**src/rtl/fetch_pkg.sv**
```systemverilog
// Shared definitions for the instruction fetch stage: phase codes and datapath widths.
package fetch_pkg;

    localparam int ADDR_W = 5;
    localparam int INST_W = 32;

    typedef enum logic [1:0] {
        PH_PC2MAR  = 2'b00,
        PH_MEMRD   = 2'b01,
        PH_MEM2MDR = 2'b10,
        PH_MDR2IR  = 2'b11
    } phase_t;

endpackage

```
**src/rtl/fetch_ctrl.sv**
```systemverilog
// Phase decoder for the fetch stage: one-hot phase decode plus single-shot entry enables,
// so each register action fires once per phase regardless of how long the phase is held.
module fetch_ctrl
    import fetch_pkg::*;
(
    input  logic   clk,
    input  logic   reset,
    input  phase_t phase,
    output logic   sig1_en,
    output logic   sig2_active,
    output logic   sig3_en,
    output logic   sig4_en
);

    phase_t prev_phase;
    logic   entry;
    logic   sig1;
    logic   sig2;
    logic   sig3;
    logic   sig4;

    // Reset to the last phase of a round so a fresh 00 after reset counts as an entry.
    always_ff @(posedge clk or posedge reset) begin
        if (reset) begin
            prev_phase <= PH_MDR2IR;
        end else begin
            prev_phase <= phase;
        end
    end

    assign entry = (phase != prev_phase);

    always_comb begin
        sig1 = (phase == PH_PC2MAR);
        sig2 = (phase == PH_MEMRD);
        sig3 = (phase == PH_MEM2MDR);
        sig4 = (phase == PH_MDR2IR);
    end

    assign sig1_en     = sig1 & entry;
    assign sig2_active = sig2;
    assign sig3_en     = sig3 & entry;
    assign sig4_en     = sig4 & entry;

endmodule

```
**src/rtl/fetch_stage_auto.sv**
```systemverilog
// Instruction fetch stage: PC, MAR, MDR and IR sequenced by an external 2-bit phase code,
// driving a synchronous program memory with one-clock read latency.
module fetch_stage_auto
    import fetch_pkg::*;
(
    input  logic              clk,
    input  logic              reset,
    input  logic              ControlSig_2,
    input  logic              ControlSig_1,
    input  logic              PC_write,
    input  logic [ADDR_W-1:0] PC_addressin,
    input  logic              PM_wr,
    input  logic [INST_W-1:0] PM_inst_inp,
    input  logic [INST_W-1:0] pm_rdata,
    output logic [ADDR_W-1:0] pm_addr,
    output logic              pm_rd,
    output logic              pm_we,
    output logic [INST_W-1:0] pm_wdata,
    output logic [INST_W-1:0] Fetch_out
);

    phase_t            phase;
    logic              sig1_en;
    logic              sig2_active;
    logic              sig3_en;
    logic              sig4_en;
    logic [ADDR_W-1:0] pc;
    logic [ADDR_W-1:0] mar;
    logic [INST_W-1:0] mdr;
    logic [INST_W-1:0] ir;

    assign phase = phase_t'({ControlSig_2, ControlSig_1});

    fetch_ctrl u_ctrl (
        .clk         (clk),
        .reset       (reset),
        .phase       (phase),
        .sig1_en     (sig1_en),
        .sig2_active (sig2_active),
        .sig3_en     (sig3_en),
        .sig4_en     (sig4_en)
    );

    // An explicit PC load wins over the end-of-round increment on the same edge.
    always_ff @(posedge clk or posedge reset) begin
        if (reset) begin
            pc  <= '0;
            mar <= '0;
            mdr <= '0;
            ir  <= '0;
        end else begin
            if (sig1_en) begin
                mar <= pc;
            end
            if (sig3_en) begin
                mdr <= pm_rdata;
            end
            if (sig4_en) begin
                ir <= mdr;
            end
            if (PC_write) begin
                pc <= PC_addressin;
            end else if (sig4_en) begin
                pc <= pc + ADDR_W'(1);
            end
        end
    end

    assign pm_addr   = mar;
    assign pm_rd     = sig2_active & ~PM_wr;
    assign pm_we     = PM_wr;
    assign pm_wdata  = PM_inst_inp;
    assign Fetch_out = ir;

endmodule

```
**config.mk**
```make
export PLATFORM = sky130hd
export DESIGN_NAME = fetch_stage_auto
export DESIGN_NICKNAME = d
export VERILOG_FILES = /design/src/rtl/fetch_pkg.sv /design/src/rtl/fetch_ctrl.sv /design/src/rtl/fetch_stage_auto.sv
export SDC_FILE = /design/constraint.sdc
export NUM_CORES = 1
export LEC_CHECK = 0
export CORE_ASPECT_RATIO = 0.5
export CORE_UTILIZATION = 32
export DETAILED_ROUTE_END_ITERATION = 16
export HOLD_SLACK_MARGIN = 0.1
export MAX_ROUTING_LAYER = met4
export PLACE_DENSITY = 0.7
export SETUP_SLACK_MARGIN = 0.02
export SYNTH_ARGS = -nofsm -noshare
export SYNTH_HDL_FRONTEND = slang
export SYNTH_SLANG_ARGS = --single-unit
export TNS_END_PERCENT = 100
```
**constraint.sdc**
```tcl
create_clock -name clk -period 4.3 [get_ports clk]
set_input_delay 0.645 -clock clk [delete_from_list [all_inputs] [get_ports clk]]
set_output_delay 0.645 -clock clk [all_outputs]
set_load 0.02 [all_outputs]
```
==> metrics.txt, run 1 <==
status=completed; worst-case clock buffer depth=2; RD Place Congestion=around 0.82; Worst Hold Class=reg2reg; layout cells sized above 1=between 30 and 40%; ranking of synthesized cells by area=dfrtp_1 (57%), mux2_2 (24%), buf_4 (7.6%); post-route ant nets=0; Final Cycle Share=between 60% and 70%; Least-Margin Pin Slew=0.614 ns; Synth Area per Inst=14.7 µm²; vias in the first global route=2048; relative slew slack=between 50% and 60%; largest net degree at the start of global routing=48; Core Util, Final=~44%; Core ar.=slightly below 10000 µm²; HPWL after detailed placement=around 4.6 mm; Worst Skew=around 0.0046 ns; Post-CTS Setup Inserts=0; gr usage total=13.2%; Seq cells post-synth=76; io pins=~150; most frequent cells in the layout=clkdlybuf4s50_1 (81), dfrtp_1 (74), mux2_2 (69), clkbuf_16 (9), nor2_1 (5); worst hold slack=0.497 ns; Crit. End Element=primary output; Slew Limit Fails=0; Fin. Hold Viols=0; Post-Synthesis Cells=221; Synth area leader=dfrtp_1; count of different cell masters after synthesis=26; setup_tns=0 ns; Placed Instance Area=3920 µm²; wire per inst=~15 µm; fill cell count=roughly 890; pre-CTS WS=around 1.4 ns; Pre-Repair DR Iteration Count=4; TritonCTS clock tree=yes; Die Height=approximately 73 µm; FMAX=354 MHz; finished layout cell area=4210 µm²; Critical Path AT=approximately 2.2 ns; Syn. warnings=0; initial antenna violation count=0; Worst-path clk slew=about 0.05 ns; initial DRC count=53; Port Buffers=81; DRC=0; via count=about 1900; clk sink count=76; MaxCap Viol Count=0; Final setup viols=0; drt total wl=approximately 6.4 mm; kind of start point of the critical path=input pin; Yosys top cell area share=57.1%; Worst Setup Slack, final=1.47 ns; die area=between 10000 and 15000 µm²; Initial Util=between 30% and 40%; fin crit period=2.83 ns; P_leak=between 1.5 and 2 nW; Core Rows=25; root buffer cell=clkbuf_16; sequential share of the synthesized area=between 50 and 60%; critical path type=in2out; Cell Pwr Density=about 540 nW/µm²; # H-tree levels=3; gr ovfl total=0; fin nets=352; worst-skew pair later-pin latency=between 0.3 and 0.4 ns; commonest non-fill, non-tap cell in the layout=clkdlybuf4s50_1; Via density=roughly 4.5; Antenna Cells=0; Syn Std Cell Area=~3200 µm²; critical path peak fanout=6; hold_buf cts=0; die width=144 µm; Syn Nets=just under 300; area grow syn2layout=29.9%; RSZ-0062 raised after global routing=no; Num CTS Buffers=9; WP data required=3.65 ns; first-pass GRT wire length=a little over 10 mm; Worst VDD drop=slightly above 0.2 mV; post_cts resized=0
## cell families (layout without fill, tap and decap cells)
family,count (synthesis),in the layout,share of synthesized area [%]
adder cells (fa/ha/maj),1,1,0.386
multiplexers,69,69,24.0
AO/OA/AOI/OAI,9,9,1.93
flip-flops,76,76,58.7
buffers and inverters,42,100,10.1
AND/OR/NAND/NOR,24,24,4.86
## layer usage
layer / share of wire (%) / vias up / GRT usage (%)
li1: - / 846 / -
met3: 5.3 / 36 / 3.87
met5: 0 / - / -
met2: 55 / 40 / 23.5
met1: 37 / 928 / 13.2
met4: 3.2 / 0 / 7.49
## per-stage QoR
step,instances,power (mW)
2_1_floorplan,221,1.32
3_3_place_gp,400,1.55
3_5_place_dp,400,1.58
4_1_cts,414,2.32
5_1_grt,414,2.40
6_report,414,2.28
## synth_stat cells
library cell / count
dfrtp_1: 74
mux2_2: 69
buf_4: 33
buf_6: 5
nor2_1: 5
nand3_1: 4
a31oi_1: 3
inv_1: 3
nand2_1: 3
o311ai_0: 3
dfstp_2: 2
nand2_4: 2
o21ai_0: 2
and2_0: 1
and2_4: 1
clkbuf_8: 1
ha_1: 1
nand4_1: 1
nor2b_1: 1
nor3_2: 1
nor3b_1: 1
nor3b_4: 1
o31ai_1: 1
or2_2: 1
or3_2: 1
or4_1: 1
## power by group
part,internal (mW),total (mW),switching (mW)
clock,0.473,0.727,0.254
sequential,0.878,0.962,0.0839
combinational,0.333,0.593,0.260
## state kept, by name, summed over array words and instances, names as in the netlist
signal	flops
pc	5
u_ctrl.prev_phase	2
pm_addr	5
Fetch_out	32
mdr	32
## final cells by class
class / instances / area (µm²) / area share, %
timing repair buffer: 83 / 826 / 19.6
tap: 135 / 169 / 4.01
sequential: 76 / 1900 / 45.2
clock inverter: 2 / 35.0 / 0.832
clock buffer: 12 / 256 / 6.09
inverter: 3 / 11.3 / 0.267
multi-input combinational: 103 / 1010 / 24.0
## worst paths after layout
| path | startpoint | to | slack (ns) | depth (start not counted) |
|---|---|---|---|---|
| min in group asynchronous | reset | Fetch_out[6]$_DFFE_PP0P_ | 0.73 | 2 |
| setup reg to reg | u_ctrl.prev_phase[0]$_DFF_PP1_ | mdr[13]$_DFFE_PP0P_ | 2.58 | 4 |
| hold reg to reg | mdr[5]$_DFFE_PP0P_ | mdr[5]$_DFFE_PP0P_ | 0.50 | 1 |
| hold / removal | mdr[5]$_DFFE_PP0P_ | mdr[5]$_DFFE_PP0P_ | 0.50 | 1 |
| setup / recovery | ControlSig_1 | pm_rd | 1.47 | 3 |
| max in group asynchronous | reset | Fetch_out[10]$_DFFE_PP0P_ | 2.54 | 3 |
## critical path, stage by stage
cell and delay (ns):
clkdlybuf4s50_1 0.67, nor3b_1 0.24, clkdlybuf4s50_1 0.64
No activity file was read; power rests on OpenSTA's default activity.
==> run 2: changes to the inputs <==
--- a/config.mk
+++ b/config.mk
@@ -10,7 +10,7 @@
 export DETAILED_ROUTE_END_ITERATION = 16
 export HOLD_SLACK_MARGIN = 0.1
 export MAX_ROUTING_LAYER = met4
-export PLACE_DENSITY = 0.7
+export PLACE_DENSITY = 0.73
 export SETUP_SLACK_MARGIN = 0.02
 export SYNTH_ARGS = -nofsm -noshare
 export SYNTH_HDL_FRONTEND = slang
==> constraint.sdc (replaced) <==
create_clock -name clk -period 2.4 [get_ports clk]
set_input_delay 0.36 -clock clk [delete_from_list [all_inputs] [get_ports clk]]
set_output_delay 0.36 -clock clk [all_outputs]
set_load 0.02 [all_outputs]
==> run 2 against run 1 <==
- worst hold slack lost 0.080 ns
- non-clock buffer count grew 1
- global-route usage shrank 0.098 points
- sequential cell count is the same
- power grew 78%
- via count grew 0.97%
- setup slack lost 1.2 ns
- sequential share of layout area shrank 0.32 points
- utilization grew 0.31 points
- cell area grew 0.71%
- wire length shrank 0.48%
- die area is the same
- critical endpoint unchanged
- largest power group unchanged
==> metrics.txt, run 2 (synthesis results as in run 1) <==
worst-skew pair later-pin latency=0.32 ns; worst hold slack=about 0.42 ns; kind of start point of the critical path=input pin; post_cts resized=0; critical path type=in2out; wire per inst=roughly 15 µm; critical path peak fanout=6; die width=144 µm; crit-path cells=clkdlybuf4s50_1 > nor3b_1 > clkdlybuf4s50_1; Core Util, Final=between 40% and 50%; Worst Skew=~0.0054 ns; Via density=between 4 and 5; Fin. Hold Viols=0; vias in the first global route=~2000; dpl cells=401; flop2flop setup slack=about 0.81 ns; CP bufs+invs=2; Crit. End Element=primary output; most frequent cells in the layout=clkdlybuf4s50_1 (81), dfrtp_1 (74), mux2_2 (69), clkbuf_16 (9), nor2_1 (5); Cell Pwr Density=approximately 960 nW/µm²; Initial Util=33.7%; # H-tree levels=3; Critical Path Max Stage Delay=0.64 ns; Final Cycle Share=90.3%; RD Place Congestion=about 0.9; layout cells sized above 1=approximately a third; Final setup viols=0; gr ovfl total=0; Slew Limit Fails=0; fin nets=around 350; Pre-Repair DR Iteration Count=4; relative slew slack=68.6%; Crit path top cell by count=clkdlybuf4s50_1; Core Rows=25; Worst-path clk slew=approximately 0.060 ns; r2r startpoint=u_ctrl.prev_phase[1]$_DFF_PP1_; finished layout cell area=between 4000 and 5000 µm²; post-route ant nets=0; Port Buffers=slightly above 80; setup_tns=0 ns; FMAX=approximately 460 MHz; TritonCTS clock tree=yes; Worst VDD drop=approximately 0.35 mV; Worst Hold Class=in2async; Num CTS Buffers=9; initial DRC count=47; Critical Path AT=between 1.5 and 2 ns; R2R cell count=3; commonest non-fill, non-tap cell in the layout=clkdlybuf4s50_1; fin crit period=approximately 2.2 ns; area grow syn2layout=30.8%; fill cell count=between 800 and 900; MaxCap Viol Count=0; Post-CTS Setup Inserts=0; worst-case clock buffer depth=2; first-pass GRT wire length=10.1 mm; CP max stage cell=clkdlybuf4s50_1; Least-Margin Pin Slew=between 0.4 and 0.5 ns; die area=around 11000 µm²; total power=approximately 4 mW; family with the most delay on the worst path=buffers and inverters; Worst R2R End=Fetch_out[26]$_DFFE_PP0P_; io pins=146; Core ar.=9630 µm²; Worst Setup Slack, final=~0.23 ns; drt total wl=about 6.4 mm; WP data required=~2.0 ns; P_leak=1.74 nW; Antenna Cells=0; fin cells=~420; via count=between 1500 and 2000; status=completed; DRC=0; Die Height=73.2 µm; Placed Instance Area=3950 µm²; hold_buf cts=0; gr usage total=between 10% and 20%; largest net degree at the start of global routing=77; HPWL after detailed placement=around 4.5 mm; RSZ-0062 raised after global routing=no; initial antenna violation count=0; clk sink count=76; pre-CTS WS=approximately 0.18 ns; root buffer cell=clkbuf_16
-- run 2: final cells by class --
| cell class | count | area, µm² | area share, % |
|---|---|---|---|
| Multi-Input combinational cell | 103 | 1010 | 23.8 |
| Sequential cell | 76 | 1900 | 44.9 |
| Clock buffer | 12 | 267 | 6.28 |
| Inverter | 3 | 11.3 | 0.265 |
| Clock inverter | 4 | 22.5 | 0.531 |
| Tap cell | 135 | 169 | 3.98 |
| Timing Repair Buffer | 84 | 858 | 20.2 |
-- run 2: where the power goes --
group          internal, mW  switching (mW)
Clock                 0.778           0.485
Combinational         0.603           0.471
Sequential             1.57           0.152
-- run 2: how the worst max path moves through the flow --
stage,cells past startpoint,to,startpoint
finish,3,pm_rd,ControlSig_2
floorplan,1,Fetch_out[0]$_DFFE_PP0P_,reset
detailed placement,4,pc[3]$_DFFE_PP0P_,ControlSig_2
CTS,3,pm_rd,ControlSig_2
global route,3,pm_rd,ControlSig_2
global placement,3,pm_rd,ControlSig_2
-- run 2: per-layer routing --
metal,vias to the layer above,track usage (%),wire length [µm]
met5,-,-,0
met3,25,4.20,327
met1,945,13.9,2400
li1,848,-,-
met4,0,6.08,141
met2,50,22.8,3510
-- run 2: worst register-to-register path, stage by stage, from the launching register on --
cell and delay, ns:
dfstp_2 0.54, nand2_1 0.12, nand2_4 0.39, mux2_2 0.43
